$ cat src/rtl/ads8588h_seq_ctrl_if.sv
`default_nettype none
// ============================================================================
// Module   : ads8588h_seq_ctrl_if
// Purpose  : ADC pin bundle plus sample stream of the ADS8588H sequencer.
// Revision : 1.0 - initial release
// ============================================================================
interface ads8588h_seq_ctrl_if;
   logic        enable;
   logic        single;
   logic        convst_n;
   logic        adc_busy;
   logic        adc_cs_n;
   logic        adc_rd_n;
   logic [15:0] adc_db;
   logic [15:0] sample_data;
   logic [2:0]  sample_ch;
   logic        sample_valid;
   logic        frame_done;
   logic        overrun;
   logic        timeout_err;
   logic        active;

   // master: the sequencer, which drives the ADC strobes and the sample stream
   modport master (
      input  enable, single, adc_busy, adc_db,
      output convst_n, adc_cs_n, adc_rd_n, sample_data, sample_ch,
             sample_valid, frame_done, overrun, timeout_err, active
   );

   // slave: host controls, ADC model and sample consumer
   modport slave (
      output enable, single, adc_busy, adc_db,
      input  convst_n, adc_cs_n, adc_rd_n, sample_data, sample_ch,
             sample_valid, frame_done, overrun, timeout_err, active
   );
endinterface
`default_nettype wire

$ cat src/rtl/ads8588h_seq_ctrl.sv
`default_nettype none
// ============================================================================
// Module   : ads8588h_seq_ctrl
// Purpose  : Starts ADS8588H conversions, waits out BUSY and reads NUM_CH words.
// Revision : 1.0 - initial release
// ============================================================================
module ads8588h_seq_ctrl #(
   parameter int NUM_CH     = 8,
   parameter int PERIOD     = 100,
   parameter int CONVST_LOW = 2,
   parameter int RD_LOW     = 2,
   parameter int RD_HIGH    = 2,
   parameter int BUSY_TO    = 40
) (
   input  wire logic          rd_sclk,
   input  wire logic          reset,
   ads8588h_seq_ctrl_if.master bus
);

   localparam int c_tmax_a = (CONVST_LOW > BUSY_TO) ? CONVST_LOW : BUSY_TO;
   localparam int c_tmax_b = (RD_LOW > RD_HIGH) ? RD_LOW : RD_HIGH;
   localparam int c_tmax   = (c_tmax_a > c_tmax_b) ? c_tmax_a : c_tmax_b;
   localparam int c_tw     = $clog2(c_tmax + 1);
   localparam int c_pw     = (PERIOD > 1) ? $clog2(PERIOD) : 1;

   localparam logic [c_tw-1:0] c_conv_end = c_tw'(CONVST_LOW - 1);
   localparam logic [c_tw-1:0] c_busy_end = c_tw'(BUSY_TO - 1);
   localparam logic [c_tw-1:0] c_rdl_end  = c_tw'(RD_LOW - 1);
   localparam logic [c_tw-1:0] c_rdh_end  = c_tw'(RD_HIGH - 1);
   localparam logic [c_pw-1:0] c_per_end  = c_pw'(PERIOD - 1);
   localparam logic [2:0]      c_last_ch  = 3'(NUM_CH - 1);

   typedef enum logic [2:0] {
      ST_IDLE    = 3'd0,
      ST_CONVST  = 3'd1,
      ST_WAIT_BH = 3'd2,
      ST_WAIT_BL = 3'd3,
      ST_RD_L    = 3'd4,
      ST_RD_H    = 3'd5,
      ST_DONE    = 3'd6
   } state_t;

   state_t            state_q, state_d;
   logic [c_tw-1:0]   tmr_q, tmr_d;
   logic [2:0]        ch_q, ch_d;
   logic [c_pw-1:0]   per_q, per_d;
   logic              busy_meta_q, busy_s_q;
   logic              convst_n_q, cs_n_q, rd_n_q, active_q;
   logic [15:0]       data_q, data_d;
   logic [2:0]        sch_q, sch_d;
   logic              valid_q, valid_d;
   logic              done_q, done_d;
   logic              ovr_q, ovr_d;
   logic              to_q, to_d;
   logic              per_wrap;
   logic              trig;

   always_comb begin
      per_d = '0;
      if (bus.enable && (per_q != c_per_end))
         per_d = per_q + 1'b1;
   end

   assign per_wrap = bus.enable && (per_q == c_per_end);
   assign trig     = per_wrap || bus.single;

   // tmr counts cycles spent in the current state; every transition restarts it
   always_comb begin
      state_d = state_q;
      tmr_d   = tmr_q + 1'b1;
      ch_d    = ch_q;
      data_d  = data_q;
      sch_d   = sch_q;
      valid_d = 1'b0;
      done_d  = 1'b0;
      to_d    = to_q;
      ovr_d   = trig && (state_q != ST_IDLE);
      case (state_q)
         ST_IDLE: begin
            tmr_d = '0;
            if (trig) begin
               state_d = ST_CONVST;
               to_d    = 1'b0;
            end
         end
         ST_CONVST: begin
            if (tmr_q == c_conv_end) begin
               state_d = ST_WAIT_BH;
               tmr_d   = '0;
            end
         end
         ST_WAIT_BH: begin
            if (busy_s_q) begin
               state_d = ST_WAIT_BL;
               tmr_d   = '0;
            end else if (tmr_q == c_busy_end) begin
               state_d = ST_IDLE;
               to_d    = 1'b1;
            end
         end
         ST_WAIT_BL: begin
            if (!busy_s_q) begin
               state_d = ST_RD_L;
               tmr_d   = '0;
               ch_d    = '0;
            end else if (tmr_q == c_busy_end) begin
               state_d = ST_IDLE;
               to_d    = 1'b1;
            end
         end
         ST_RD_L: begin
            if (tmr_q == c_rdl_end) begin
               state_d = ST_RD_H;
               tmr_d   = '0;
               data_d  = bus.adc_db;
               sch_d   = ch_q;
               valid_d = 1'b1;
            end
         end
         ST_RD_H: begin
            if (tmr_q == c_rdh_end) begin
               tmr_d = '0;
               if (ch_q == c_last_ch) begin
                  state_d = ST_DONE;
               end else begin
                  state_d = ST_RD_L;
                  ch_d    = ch_q + 1'b1;
               end
            end
         end
         ST_DONE: begin
            tmr_d   = '0;
            done_d  = 1'b1;
            state_d = ST_IDLE;
         end
         default: begin
            state_d = ST_IDLE;
            tmr_d   = '0;
         end
      endcase
   end

   // Strobes are decoded from the next state so that they leave the flops in step with it
   always_ff @(posedge rd_sclk or negedge reset) begin
      if (!reset) begin
         state_q     <= ST_IDLE;
         tmr_q       <= '0;
         ch_q        <= '0;
         per_q       <= '0;
         busy_meta_q <= 1'b0;
         busy_s_q    <= 1'b0;
         convst_n_q  <= 1'b1;
         cs_n_q      <= 1'b1;
         rd_n_q      <= 1'b1;
         active_q    <= 1'b0;
         data_q      <= '0;
         sch_q       <= '0;
         valid_q     <= 1'b0;
         done_q      <= 1'b0;
         ovr_q       <= 1'b0;
         to_q        <= 1'b0;
      end else begin
         state_q     <= state_d;
         tmr_q       <= tmr_d;
         ch_q        <= ch_d;
         per_q       <= per_d;
         busy_meta_q <= bus.adc_busy;
         busy_s_q    <= busy_meta_q;
         convst_n_q  <= (state_d != ST_CONVST);
         cs_n_q      <= !((state_d == ST_RD_L) || (state_d == ST_RD_H));
         rd_n_q      <= (state_d != ST_RD_L);
         active_q    <= (state_d != ST_IDLE);
         data_q      <= data_d;
         sch_q       <= sch_d;
         valid_q     <= valid_d;
         done_q      <= done_d;
         ovr_q       <= ovr_d;
         to_q        <= to_d;
      end
   end

   assign bus.convst_n     = convst_n_q;
   assign bus.adc_cs_n     = cs_n_q;
   assign bus.adc_rd_n     = rd_n_q;
   assign bus.sample_data  = data_q;
   assign bus.sample_ch    = sch_q;
   assign bus.sample_valid = valid_q;
   assign bus.frame_done   = done_q;
   assign bus.overrun      = ovr_q;
   assign bus.timeout_err  = to_q;
   assign bus.active       = active_q;

endmodule
`default_nettype wire

$ cat src/flat_wrapper.sv
// flat-port wrapper written by rule: the top's interface ports become plain ports
module ads8588h_seq_ctrl_flat 
#(
   parameter int NUM_CH     = 8,
   parameter int PERIOD     = 100,
   parameter int CONVST_LOW = 2,
   parameter int RD_LOW     = 2,
   parameter int RD_HIGH    = 2,
   parameter int BUSY_TO    = 40
)
  (rd_sclk, reset, bus_enable, bus_single, bus_adc_busy, bus_adc_db, bus_convst_n, bus_adc_cs_n, bus_adc_rd_n, bus_sample_data, bus_sample_ch, bus_sample_valid, bus_frame_done, bus_overrun, bus_timeout_err, bus_active);
  ads8588h_seq_ctrl_if bus_i ();
  input  wire logic rd_sclk;
  input  wire logic reset;
  input wire logic [$bits(bus_i.enable)-1:0] bus_enable;
  input wire logic [$bits(bus_i.single)-1:0] bus_single;
  input wire logic [$bits(bus_i.adc_busy)-1:0] bus_adc_busy;
  input wire logic [$bits(bus_i.adc_db)-1:0] bus_adc_db;
  output wire logic [$bits(bus_i.convst_n)-1:0] bus_convst_n;
  output wire logic [$bits(bus_i.adc_cs_n)-1:0] bus_adc_cs_n;
  output wire logic [$bits(bus_i.adc_rd_n)-1:0] bus_adc_rd_n;
  output wire logic [$bits(bus_i.sample_data)-1:0] bus_sample_data;
  output wire logic [$bits(bus_i.sample_ch)-1:0] bus_sample_ch;
  output wire logic [$bits(bus_i.sample_valid)-1:0] bus_sample_valid;
  output wire logic [$bits(bus_i.frame_done)-1:0] bus_frame_done;
  output wire logic [$bits(bus_i.overrun)-1:0] bus_overrun;
  output wire logic [$bits(bus_i.timeout_err)-1:0] bus_timeout_err;
  output wire logic [$bits(bus_i.active)-1:0] bus_active;
  assign bus_i.enable = bus_enable;
  assign bus_i.single = bus_single;
  assign bus_i.adc_busy = bus_adc_busy;
  assign bus_i.adc_db = bus_adc_db;
  assign bus_convst_n = bus_i.convst_n;
  assign bus_adc_cs_n = bus_i.adc_cs_n;
  assign bus_adc_rd_n = bus_i.adc_rd_n;
  assign bus_sample_data = bus_i.sample_data;
  assign bus_sample_ch = bus_i.sample_ch;
  assign bus_sample_valid = bus_i.sample_valid;
  assign bus_frame_done = bus_i.frame_done;
  assign bus_overrun = bus_i.overrun;
  assign bus_timeout_err = bus_i.timeout_err;
  assign bus_active = bus_i.active;
  ads8588h_seq_ctrl #(.NUM_CH(NUM_CH), .PERIOD(PERIOD), .CONVST_LOW(CONVST_LOW), .RD_LOW(RD_LOW), .RD_HIGH(RD_HIGH), .BUSY_TO(BUSY_TO)) u_core (.rd_sclk(rd_sclk), .reset(reset), .bus(bus_i));
endmodule
$ cat config.mk
export PLATFORM = sky130hd
export DESIGN_NAME = ads8588h_seq_ctrl_flat
export DESIGN_NICKNAME = d
export VERILOG_FILES = /design/src/rtl/ads8588h_seq_ctrl_if.sv /design/src/rtl/ads8588h_seq_ctrl.sv /design/src/flat_wrapper.sv
export SDC_FILE = /design/constraint.sdc
export NUM_CORES = 1
export LEC_CHECK = 0
export CORE_ASPECT_RATIO = 0.8
export CORE_MARGIN = 10
export CORE_UTILIZATION = 49
export DETAILED_ROUTE_END_ITERATION = 7
export GPL_ROUTABILITY_DRIVEN = 0
export GPL_TIMING_DRIVEN = 0
export PLACE_DENSITY = 0.86
export SLEW_MARGIN = 0
export SYNTH_ARGS = -nofsm -noshare
export SYNTH_HDL_FRONTEND = slang
export SYNTH_SLANG_ARGS = --single-unit
$ cat constraint.sdc
create_clock -name rd_sclk -period 2.3 [get_ports rd_sclk]
set_clock_uncertainty 0.1 [all_clocks]
set_input_delay 0.575 -clock rd_sclk [delete_from_list [all_inputs] [get_ports rd_sclk]]
set_output_delay 0.575 -clock rd_sclk [all_outputs]
set_load 0.01 [all_outputs]
Word-level counts from Yosys, hierarchy flattened
Cells that the tools add are included.
{"block": "classes", "addsub": 3, "eq_ne": 21, "n_mux": 26, "reduce_logical": 15}
{"op": "$mux 3", "count": 10}
{"op": "$eq 3x3->1 const B", "count": 6}
{"op": "$mux 6", "count": 3}
{"op": "$pmux 3 s6", "count": 1}
{"op": "$pmux 6 s3", "count": 1}
{"op": "$reduce_bool 3->1", "count": 3}
{"op": "$reduce_and 4->1", "count": 2}
{"op": "$add 7x1->7 const B", "count": 1}
{"op": "$eq 7x7->1 const B", "count": 1}
{"op": "$mux 1", "count": 7}
{"op": "$mux 7", "count": 1}
{"op": "$ne 7x7->1 const B", "count": 1}
{"op": "$add 6x1->6 const B", "count": 1}
{"op": "$eq 3x2->1 const B", "count": 2}
{"op": "$eq 6x1->1 const B", "count": 1}
{"op": "$eq 6x6->1 const B", "count": 1}
{"op": "$ne 2x1->1 const B", "count": 3}
{"op": "$ne 2x2->1 const B", "count": 3}
{"op": "$pmux 3 s2", "count": 1}
{"op": "$add 3x1->3 const B", "count": 1}
{"op": "$eq 3x1->1 const B", "count": 1}
{"op": "$logic_and 1x1->1", "count": 3}
{"op": "$logic_not 3->1", "count": 1}
{"op": "$ne 3x1->1 const B", "count": 1}
{"op": "8 further kinds", "count": 9}
{"block": "totals", "regBits": 48, "input_bits": 21, "output_inout_bits": 27, "elab_cells": 81}

Logic depth before layout (Yosys ltp)
{"block": "logic_depth", "depth_word": 8, "depth_mapped": 6, "mapped_depth_nobuf": 6}

Least setup slack after synthesis
OpenSTA, ideal clock, no wires.
{"block": "synth_path", "path_type": "register to register", "start": "register u_core.tmr_q[1]", "end": "register u_core.data_q[10], in the netlist u_core.bus.sample_data[10]", "setup_time_ns": 0.125, "arrival_ns": 1.825, "t_required_ns": 2.075, "slack_ns": 0.250, "path_stages_with_launch": 7, "path_buffers": 1, "period_less_slack_ns": 2.050, "cell_sequence": "dfrtp_1 -> inv_1 -> ha_1 -> or4b_4 -> nor4_4 -> buf_6 -> mux2_2"}
{"block": "synth_via", "elab_chain_len": 2}
{"element": "start, declared", "line_no": "ads8588h_seq_ctrl.sv:44", "rtl": "logic [c_tw-1:0] tmr_q, tmr_d;"}
{"element": "start signal, assigned", "line_no": "ads8588h_seq_ctrl.sv:164", "rtl": "tmr_q <= tmr_d;"}
{"element": "$eq 6x1->1", "line_no": "ads8588h_seq_ctrl.sv:112", "rtl": "if (tmr_q == c_rdl_end) begin"}
{"element": "$reduce_and 2->1 (no line)"}
{"element": "end signal, assigned", "line_no": "ads8588h_seq_ctrl.sv:173", "rtl": "data_q <= data_d;"}
{"element": "end, declared", "line_no": "ads8588h_seq_ctrl.sv:49", "rtl": "logic [15:0] data_q, data_d;"}
Every way passes these cells.
A chain may end at the register's enable or synchronous reset.

Final worst setup path
{"block": "layout_path", "start": "register u_core.tmr_q[1]", "end": "register u_core.data_q[1], in the netlist u_core.bus.sample_data[1]"}
The elaborated chain is that of the path after synthesis.

==> flow_summary.toml <==
[global_routing]
grt_pass1_wl_mm = 7.01
antenna_found_initial = 0
grt_pass1_vias = 1425
grt_start_max_net_pins = 31
grt-ovfl-total = 0
grt_use_total = 0.118

[final_layout]
drive_gt1_frac = 0.189
nets = 242
final_area_sq_um = 2730
multi_input_area_sq_um = 795
area_growth_pct = 33.2
fill_cells = 285
ff_latch_area_sq_um = 1200
diodes = 0

[clock_network]
root_buffer = "clkbuf_8"
post_cts_resize_count = 0
cts_tree = "yes"
ctsHoldBuffers = 0
cts_sinks = 48
post-cts-setup-buffers = 0
cts.path.max_buffers = 2
clock_latency_ps = 290
cts_buffers = 5
clk_pin_slew_worst_paths_ps = 80
cts.htree.levels = 2

[timing]
hold_viol = 0
drv_slew = 0
setup-violations-final = 0
max_freq_mhz = 459
fin_crit_ps = 2180
fin_crit_sh = 0.947
slew-limit-headroom = 0.716
rsz0062_at_grt = "no"
tightest_slew_ps = 426
setup_ws_ps = 123

[synth]
ys_warn_count = 0
ys_types = 37
syn_nets = 187
synth_area_sq_um = 2050
synth_cells = 161
yosysSeqAreaShare = 0.587
ys_seq_elements = 48
avgSynthCellArea_sq_um = 12.7

[drt]
drtAntennaViolNets = 0
routed_wl_mm = 4.20
first_pass_iters = 4
vias = 1447
dr.first_iter.drc_count = 161
remaining_drc_errors = 0
avgViaCountPerCell = 5.32
wire_per_inst_um = 15.4

[critical_path]
arrival_ps = 2250
cp_top_family = "simple AND/OR/NAND/NOR gates"
start_kind = "flop"
cp_max_fo = 10
path_cells = "inv_1, ha_1, or4b_4, nor4_4, buf_6, mux2_2"
endpoint_kind = "flop"
worstPathRequired_ps = 2380
critPathBufInv = 2
cpMaxStageDelayCell = "or4b_4"
worstSetupPathType = "reg2reg"
max_stage_delay_ps = 500

[floorplanning]
die_h_um = 77.9
core-area_sq_um = 3930
dieWidth_um = 92.4
ios = 48
start_util = 0.522
rows = 20
die-area_sq_um = 7190

[placement]
dp_slack_ps = 66.4
io_buffer_count = 47
dp_hpwl_mm = 3.32
postPlaceCellArea_sq_um = 2610

[hold_path]
hold_path.class = "in2async"

[outcome]
status = "finished clean"

[power]
p_leak_nw = 1.20
peakVddDrop_mv = 0.559
powerDensity_nw_per_um2 = 1090

[job]
max_cap_viol_count = 0
## final cells by class
| type | count | share of cell area |
|---|---|---|
| flip-flops and latches | 48 | 0.441 |
| clock inverters | 1 | 0.0110 |
| repair buffers | 48 | 0.178 |
| clock buffers | 7 | 0.0353 |
| well taps | 55 | 0.0252 |
| plain buffers | 3 | 0.00962 |
| multi-input cells | 103 | 0.291 |
| inverters | 7 | 0.00962 |
## worst reg2reg max path: cells and delay by family (launching register included)
family        cells  cell delay [ps]
fa+ha+maj         1              130
buf+inv           2              290
flops             1              410
mux               1              350
simple gates      2              800
## synthesized netlist by cell type (all sizes together)
| cell type | count | area (sq um) |
|---|---|---|
| nand3 | 6 | 30.0 |
| a32oi | 1 | 8.76 |
| xor2 | 4 | 35.0 |
| a22oi | 1 | 12.5 |
| nor3 | 4 | 31.3 |
| a41oi | 1 | 8.76 |
| nand3b | 1 | 7.51 |
| a2111o | 1 | 11.3 |
| or4 | 1 | 7.51 |
| nor4b | 1 | 8.76 |
| nand2 | 10 | 37.5 |
| ha | 5 | 62.6 |
| and3 | 3 | 18.8 |
| buf | 2 | 22.5 |
| nor4 | 1 | 21.3 |
| nand2b | 2 | 12.5 |
| dfrtp | 45 | 1130 |
| o21ai | 2 | 10.0 |
| nand4 | 1 | 6.26 |
| o31a | 1 | 8.76 |
| mux2i | 3 | 30.0 |
| o221ai | 1 | 8.76 |
| inv | 7 | 26.3 |
| dfstp | 3 | 78.8 |
| nand4b | 1 | 8.76 |
| mux2 | 19 | 214 |
| a211oi | 1 | 12.5 |
| or2 | 1 | 8.76 |
| a21oi | 2 | 10.0 |
| xnor2 | 5 | 43.8 |
| nor2 | 18 | 67.6 |
| clkbuf | 1 | 3.75 |
| or4b | 1 | 13.8 |
| and4bb | 1 | 12.5 |
| a31oi | 2 | 12.5 |
| nor2b | 2 | 12.5 |
## cells in the final DEF, fill, tap and decap left out, types with 3 or more instances in the layout
cell type        synthesis  final
xnor2_1                  5      5
nand2_1                 10     10
nor3_1                   3      3
nor2_1                  18     18
dfrtp_1                 45     45
and3_1                   3      3
mux2_2                  19     19
clkdlybuf4s50_1          0     46
xor2_1                   4      4
clkbuf_8                 0      7
ha_1                     5      5
inv_1                    7      7
nand3_1                  6      6
mux2i_1                  3      3
dfstp_2                  3      3
## per-layer routing
layer / global-route usage / wire length, um / vias up / part of all wire
met1: 0.151 / 1980 / 708 / 0.47
met5: 0 / 0 / - / 0
met4: 0.0277 / 38 / 0 / 0.0091
li1: - / - / 675 / -
met2: 0.187 / 1910 / 57 / 0.45
met3: 0.0423 / 270 / 7 / 0.064
## registers in the layout (all words and copies together) (netlist names), 3 cells and up
name	flops
u_core.bus.sample_data	16
u_core.per_q	7
u_core.tmr_q	6
u_core.bus.sample_ch	3
u_core.ch_q	3
u_core.state_q	3
## cells by family (layout without fill, tap and decap cells)
group,Yosys count,in the layout,synth area share
AO/OA/AOI/OAI,13,13,0.0506
XOR/XNOR,9,9,0.0384
adder cells (fa/ha/maj),5,5,0.0305
buffers and inverters,10,66,0.0256
flip-flops,48,48,0.587
multiplexers,22,22,0.119
AND/OR/NAND/NOR,54,54,0.149
## where the power goes
part / internal, W / switching [W]
registers: 0.00109 / 0.000148
clock network: 0.000383 / 0.000255
logic: 0.000597 / 0.000494
total: 0.00207 / 0.000898
## path summary, 6_finish.rpt
path / start / endpoint / slack [ps] / cells after the start
worst max-delay path: u_core.tmr_q[1] / u_core.bus.sample_data[1] / 120 / 6
worst min register to register: u_core.busy_meta_q / u_core.busy_s_q / 270 / 0
max in group asynchronous: reset / u_core.bus.convst_n / 1430 / 2
worst min-delay path: reset / u_core.tmr_q[1] / 110 / 1
worst max register to register: u_core.tmr_q[1] / u_core.bus.sample_data[1] / 120 / 6
min in group rd_sclk: u_core.busy_meta_q / u_core.busy_s_q / 270 / 0
## stage by stage
| step | power [W] | setup TNS (ps) | hold slack, ps | instances | util |
|---|---|---|---|---|---|
| CTS | 0.00301 | 0 | 123 | 272 | 0.696 |
| global route | 0.00315 | 0 | 130 | 272 | 0.696 |
| finish | 0.00297 | 0 | 108 | 272 | 0.696 |
| detailed placement | 0.00236 | 0 | 247 | 264 | 0.663 |
| global placement | 0.00232 | -31750 | 231 | 263 | 0.660 |
| floorplan | 0.00181 | 0 | 179 | 161 | - |
(Power assumes the default switching activity.)
